`config.mk`:
```
export PLATFORM = sky130hd
export DESIGN_NAME = player_motion_ctrl
export DESIGN_NICKNAME = d
export VERILOG_FILES = /design/src/rtl/player_ctrl_pkg.sv /design/src/rtl/player_step_clamp.sv /design/src/rtl/player_motion_ctrl.sv
export SDC_FILE = /design/constraint.sdc
export NUM_CORES = 1
export LEC_CHECK = 0
export CORE_UTILIZATION = 42
export DETAILED_ROUTE_END_ITERATION = 8
export PLACE_DENSITY = 0.7
export SKIP_LAST_GASP = 1
export SYNTH_ARGS = -nofsm -noshare
export SYNTH_HDL_FRONTEND = slang
export SYNTH_SLANG_ARGS = --single-unit
```
`constraint.sdc`:
```
create_clock -name clk -period 2 [get_ports clk]
set_input_delay 0.3 -clock clk [delete_from_list [all_inputs] [get_ports clk]]
set_output_delay 0.3 -clock clk [all_outputs]
set_load 0.01 [all_outputs]
```
`src/rtl/player_ctrl_pkg.sv`:
```
// Shared constants for the player/enemy motion datapath: FSM state codes and direction encoding.
package player_ctrl_pkg;

  localparam int unsigned STATE_W = 3;

  localparam logic [STATE_W-1:0] S_RESET  = 3'd0;
  localparam logic [STATE_W-1:0] S_IDLE   = 3'd1;
  localparam logic [STATE_W-1:0] S_SET_L  = 3'd2;
  localparam logic [STATE_W-1:0] S_SET_R  = 3'd3;
  localparam logic [STATE_W-1:0] S_ERASE  = 3'd4;
  localparam logic [STATE_W-1:0] S_UPDATE = 3'd5;
  localparam logic [STATE_W-1:0] S_DRAW   = 3'd6;

  // Direction encoding, also consumed by the bullet spawner.
  localparam logic DIR_L = 1'b0;
  localparam logic DIR_R = 1'b1;

endpackage

```
`src/rtl/player_step_clamp.sv`:
```
// Combinational one-step move of an X coordinate, clamped to [X_MIN, X_MAX].
module player_step_clamp #(
  parameter int unsigned X_W   = 8,
  parameter int unsigned X_MIN = 0,
  parameter int unsigned X_MAX = 151,
  parameter int unsigned STEP  = 4
) (
  input  logic [X_W-1:0] x_pos,
  input  logic           dir,
  output logic [X_W-1:0] x_next
);
  import player_ctrl_pkg::*;

  // One guard bit keeps both differences and the sum free of wrap-around.
  localparam int unsigned XW1 = X_W + 1;

  logic [X_W:0] x_ext;
  logic [X_W:0] min_ext;
  logic [X_W:0] max_ext;
  logic [X_W:0] step_ext;
  logic [X_W:0] x_wide;

  assign x_ext    = {1'b0, x_pos};
  assign min_ext  = XW1'(X_MIN);
  assign max_ext  = XW1'(X_MAX);
  assign step_ext = XW1'(STEP);

  // Step toward the requested edge, saturating at the bound when the remaining room is under one step.
  always_comb begin
    x_wide = x_ext;
    if (dir == DIR_L) begin
      x_wide = ((x_ext - min_ext) < step_ext) ? min_ext : (x_ext - step_ext);
    end else begin
      x_wide = ((max_ext - x_ext) < step_ext) ? max_ext : (x_ext + step_ext);
    end
    x_next = X_W'(x_wide);
  end

endmodule

```
`src/rtl/player_motion_ctrl.sv`:
```
// Player ship X movement: samples keys on frame ticks, sequences erase/move/draw with the sprite renderer.
module player_motion_ctrl #(
  parameter int unsigned X_W     = 8,
  parameter int unsigned X_MIN   = 0,
  parameter int unsigned X_MAX   = 151,
  parameter int unsigned X_START = 76,
  parameter int unsigned STEP    = 4
) (
  input  logic           clk,
  input  logic           reset,
  input  logic           left,
  input  logic           right,
  input  logic           frame_tick,
  input  logic           draw_ack,
  output logic [X_W-1:0] x_pos,
  output logic           draw_req,
  output logic           erase,
  output logic           busy,
  output logic           dir
);
  import player_ctrl_pkg::*;

  localparam int unsigned XW1 = X_W + 1;

  logic [STATE_W-1:0] state;
  logic [STATE_W-1:0] state_nxt;
  logic [X_W-1:0]     x_next;
  logic               can_left;
  logic               can_right;

  assign can_left  = ({1'b0, x_pos} > XW1'(X_MIN));
  assign can_right = ({1'b0, x_pos} < XW1'(X_MAX));

  player_step_clamp #(
    .X_W   (X_W),
    .X_MIN (X_MIN),
    .X_MAX (X_MAX),
    .STEP  (STEP)
  ) u_step_clamp (
    .x_pos  (x_pos),
    .dir    (dir),
    .x_next (x_next)
  );

  // State register; reset parks in S_RESET so the initial draw follows release.
  always_ff @(posedge clk or posedge reset) begin
    if (reset) begin
      state <= S_RESET;
    end else begin
      state <= state_nxt;
    end
  end

  // Next-state logic; ticks outside S_IDLE fall through unused.
  always_comb begin
    state_nxt = state;
    case (state)
      S_RESET:  state_nxt = S_DRAW;
      S_IDLE: begin
        if (frame_tick) begin
          if (left && !right && can_left) begin
            state_nxt = S_SET_L;
          end else if (right && !left && can_right) begin
            state_nxt = S_SET_R;
          end
        end
      end
      S_SET_L:  state_nxt = S_ERASE;
      S_SET_R:  state_nxt = S_ERASE;
      S_ERASE:  if (draw_ack) state_nxt = S_UPDATE;
      S_UPDATE: state_nxt = S_DRAW;
      S_DRAW:   if (draw_ack) state_nxt = S_IDLE;
      default:  state_nxt = S_RESET;
    endcase
  end

  // Renderer handshake and busy flag decoded from the state register alone.
  always_comb begin
    draw_req = 1'b0;
    erase    = 1'b0;
    busy     = 1'b1;
    case (state)
      S_IDLE:  busy = 1'b0;
      S_ERASE: begin
        draw_req = 1'b1;
        erase    = 1'b1;
      end
      S_DRAW:  draw_req = 1'b1;
      default: ;
    endcase
  end

  // Direction latches on the SET states; position advances only in S_UPDATE.
  always_ff @(posedge clk or posedge reset) begin
    if (reset) begin
      x_pos <= X_W'(X_START);
      dir   <= DIR_L;
    end else begin
      case (state)
        S_SET_L:  dir   <= DIR_L;
        S_SET_R:  dir   <= DIR_R;
        S_UPDATE: x_pos <= x_next;
        default:  ;
      endcase
    end
  end

endmodule

```
==> results.toml <==
[yosys]
synth_top_cell_area_share = 0.232
area_of_the_mapped_netlist_um2 = 863
syn_nets = 107
yosysWarnings = 0
synth_flop_cell = "sky130_fd_sc_hd__dfrtp_1"
synth_enable_flop_cells = 0
avgSynthCellArea_um2 = 8.81
synth_seq_cells = 11
synth_area_leader_cell = "sky130_fd_sc_hd__dfrtp_1"
synthesis.instances = 98
synth.distinct_cells = 41
synth_top_cells_by_area = "sky130_fd_sc_hd__dfrtp_1, sky130_fd_sc_hd__dfstp_2, sky130_fd_sc_hd__ha_1"
synth-async-reset-ratio = 1.00
synth_sequential_area_ratio = 0.323

[routing]
drt.antenna.violating_nets = 0
routed_wirelength_um = 2040
drt-pass1-iter-count = 5
viasPerCell = 5.56
num_vias = 801
drt_first_iter_violations = 13
routed_wire_length_per_instance_um = 14.2
drc_markers = 0

[clock_tree]
clk_latency_ns = 0.28
cts.sink_count = 11
clockBufferDepth = 2
cts_root_buffer = "sky130_fd_sc_hd__clkbuf_4"
cts_buffer_count = 3
path_clk_slew_ns = 0.07
htree_num_levels = 1
cts_post_setup_buffers_inserted = 0
postCtsHoldBufs = 0
tritoncts = "yes"

[floorplanning]
std_cell_core_area_mm2 = 0.00194
chipHeight_um = 47.3
ios = 18
placement_rows = 16
dieWidth_um = 47.3
floorplan.initialDensity = 0.445
area_of_the_die_mm2 = 0.00224

[global_routing]
global_route_usage_sum = 0.204
gr-total-overflow = 0
gr-usage-met3 = 0.0269
antenna_violations_before_repair = 0
grt_pass1_wl_um = 3160
grt_start_max_net_pins = 18
grt.busiest_layer = "met1"
first_global_vias = 700
grtUsageMet1 = 0.298
grt_use_met2 = 0.293

[setup_path]
worst_ep_required_time_ns = 1.70
worst_setup_path_startpoint = "state[1]$_DFFE_PP0P_"
startpoint_class_of_the_critical_path = "flop"
setup_cp_type = "flop to output pin"
rrSetupSlack_ns = 0.28
crit_path_max_fanout = 9
cp_data_arrival_time_ns = 1.54
critical_path.reg2reg.startpoint = "x_pos[2]$_DFFE_PP1P_"
cp-end-kind = "output pin"

[sta]
timing.hold.ws_ns = 0.329
post-route-worst-setup-slack_ns = 0.158
worst-slew-pin-transition_ns = 0.664
finalCriticalPeriod_ns = 1.84
layout_worst_path_cycle_share = 0.921
drv_slew = 0
finClkSkew_ns = 0.000665
report.final.setup_viol = 0
max_slew_margin = 0.554
fmax_achieved_mhz = 543
hold_viol = 0
rsz0062_at_grt = "false"
finalSetupTns_ns = 0

[finish]
filler_cell_count = 188
ff_latch_area_um2 = 282
num-nets-final = 127
antenna_cells = 0
final_area_mm2 = 0.00109
mostFrequentLayoutCells = "sky130_fd_sc_hd__clkdlybuf4s50_1, sky130_fd_sc_hd__inv_1, sky130_fd_sc_hd__o21ai_0"
layout-area-overhead-vs-synth_pct = 26.1
multi_input_comb_area_um2 = 510
post_route_cells_drive_above_1_share = 0.214
final_common_cell = "sky130_fd_sc_hd__clkdlybuf4s50_1"

[power_and_ir_drop]
power_switching_w = 0.000671
power.clock.fraction = 0.104
static-leakage-power_nw = 0.449
pwr_density_cell_mw_per_mm2 = 1420
cellInternalPower_w = 0.000877
share_seq_of_total_power = 0.317
power.combinational.fraction = 0.579
switching_share = 0.434
max-vdd-ir-drop_mv = 0.780

[placed_design]
place_hpwl_um = 1460
io_buffers = 17
post_dp_cell_area_mm2 = 0.00104
place_worst_setup_slack_ns = 0.193
gp_congestion = 0.752

[worst_hold_path]
worst_hold_path_type = "input pin to asynchronous set/reset pin"

[run]
max_cap_viols = 0

[status]
run_status = "finished, final reports clean"
-- sequential cells by signal, summed over array words and instances (netlist names) --
| name | count |
|---|---|
| x_pos | 7 |
| state | 3 |
| dir | 1 |
-- logic make-up after synthesis --
| logic type | count (synthesis) | share of synthesized area |
|---|---|---|
| AO/OA/AOI/OAI | 27 | 0.219 |
| adder cells (fa/ha/maj) | 3 | 0.0435 |
| buffers and inverters | 14 | 0.100 |
| flip-flops | 11 | 0.323 |
| multiplexers | 3 | 0.0377 |
| AND/OR/NAND/NOR | 40 | 0.277 |
-- worst max-delay path: stages (launching register included) --
cell and delay (ns):
sky130_fd_sc_hd__dfrtp_1 0.46, sky130_fd_sc_hd__nor3b_2 0.27, sky130_fd_sc_hd__inv_1 0.06, sky130_fd_sc_hd__clkdlybuf4s50_1 0.47
-- power by group through the flow --
stage	registers (W)	logic [W]	clock network, W
floorplan	0.000460	0.000612	0
global placement	0.000473	0.000852	0
detailed placement	0.000480	0.000881	0
CTS	0.000483	0.000897	0.000162
global route	0.000514	0.000991	0.000167
finish	0.000491	0.000896	0.000161
-- cell usage after synthesis, types with 2 or more instances --
cell type and count:
sky130_fd_sc_hd__mux2_2 2, sky130_fd_sc_hd__nor2_1 5, sky130_fd_sc_hd__nor2b_1 2, sky130_fd_sc_hd__nor3_1 3, sky130_fd_sc_hd__a21oi_1 6, sky130_fd_sc_hd__ha_1 3
sky130_fd_sc_hd__nand4b_1 2, sky130_fd_sc_hd__nor3b_1 2, sky130_fd_sc_hd__nand3_1 6, sky130_fd_sc_hd__nand2_1 6, sky130_fd_sc_hd__inv_1 7, sky130_fd_sc_hd__buf_6 3
sky130_fd_sc_hd__nand2b_1 3, sky130_fd_sc_hd__dfstp_2 3, sky130_fd_sc_hd__a31oi_1 3, sky130_fd_sc_hd__o21ai_0 7, sky130_fd_sc_hd__dfrtp_1 8, sky130_fd_sc_hd__and3_1 2
sky130_fd_sc_hd__buf_4 3
-- cell type report --
type / instances / area share
Inverter: 7 / 0.0241
Multi-Input combinational cell: 73 / 0.469
Sequential cell: 11 / 0.259
Tap cell: 27 / 0.0310
Clock buffer: 4 / 0.0241
Timing Repair Buffer: 22 / 0.193
-- through the flow --
stage,total power (W),instances,utilization
after floorplan,0.00107,98,-
after global placement,0.00132,140,0.538
after detailed placement,0.00136,140,0.538
after CTS,0.00154,144,0.555
after global routing,0.00167,144,0.561
final,0.00155,144,0.561
-- layer usage --
layer	wire, µm	part of all wire	up-vias
met5	0	0	-
met4	40	0.020	0
met3	71	0.035	5
met2	948	0.46	18
met1	981	0.48	381
li1	-	-	397
-- final timing paths --
check | end | cells after the start
hold reg to reg | x_pos[2]$_DFFE_PP1P_ | 1
max in group asynchronous | x_pos[3]$_DFFE_PP1P_ | 2
setup reg to reg | x_pos[6]$_DFFE_PP1P_ | 6
hold / removal | dir$_DFFE_PP0P_ | 2
setup / recovery | busy | 3
min in group clk | x_pos[2]$_DFFE_PP1P_ | 1
-- timing repair --
action	in CTS	in global routing
resized for setup	2	4
endpoints found under the hold margin	0	0
setup endpoints to repair	2	2
Power figures use the tool's default switching activity.
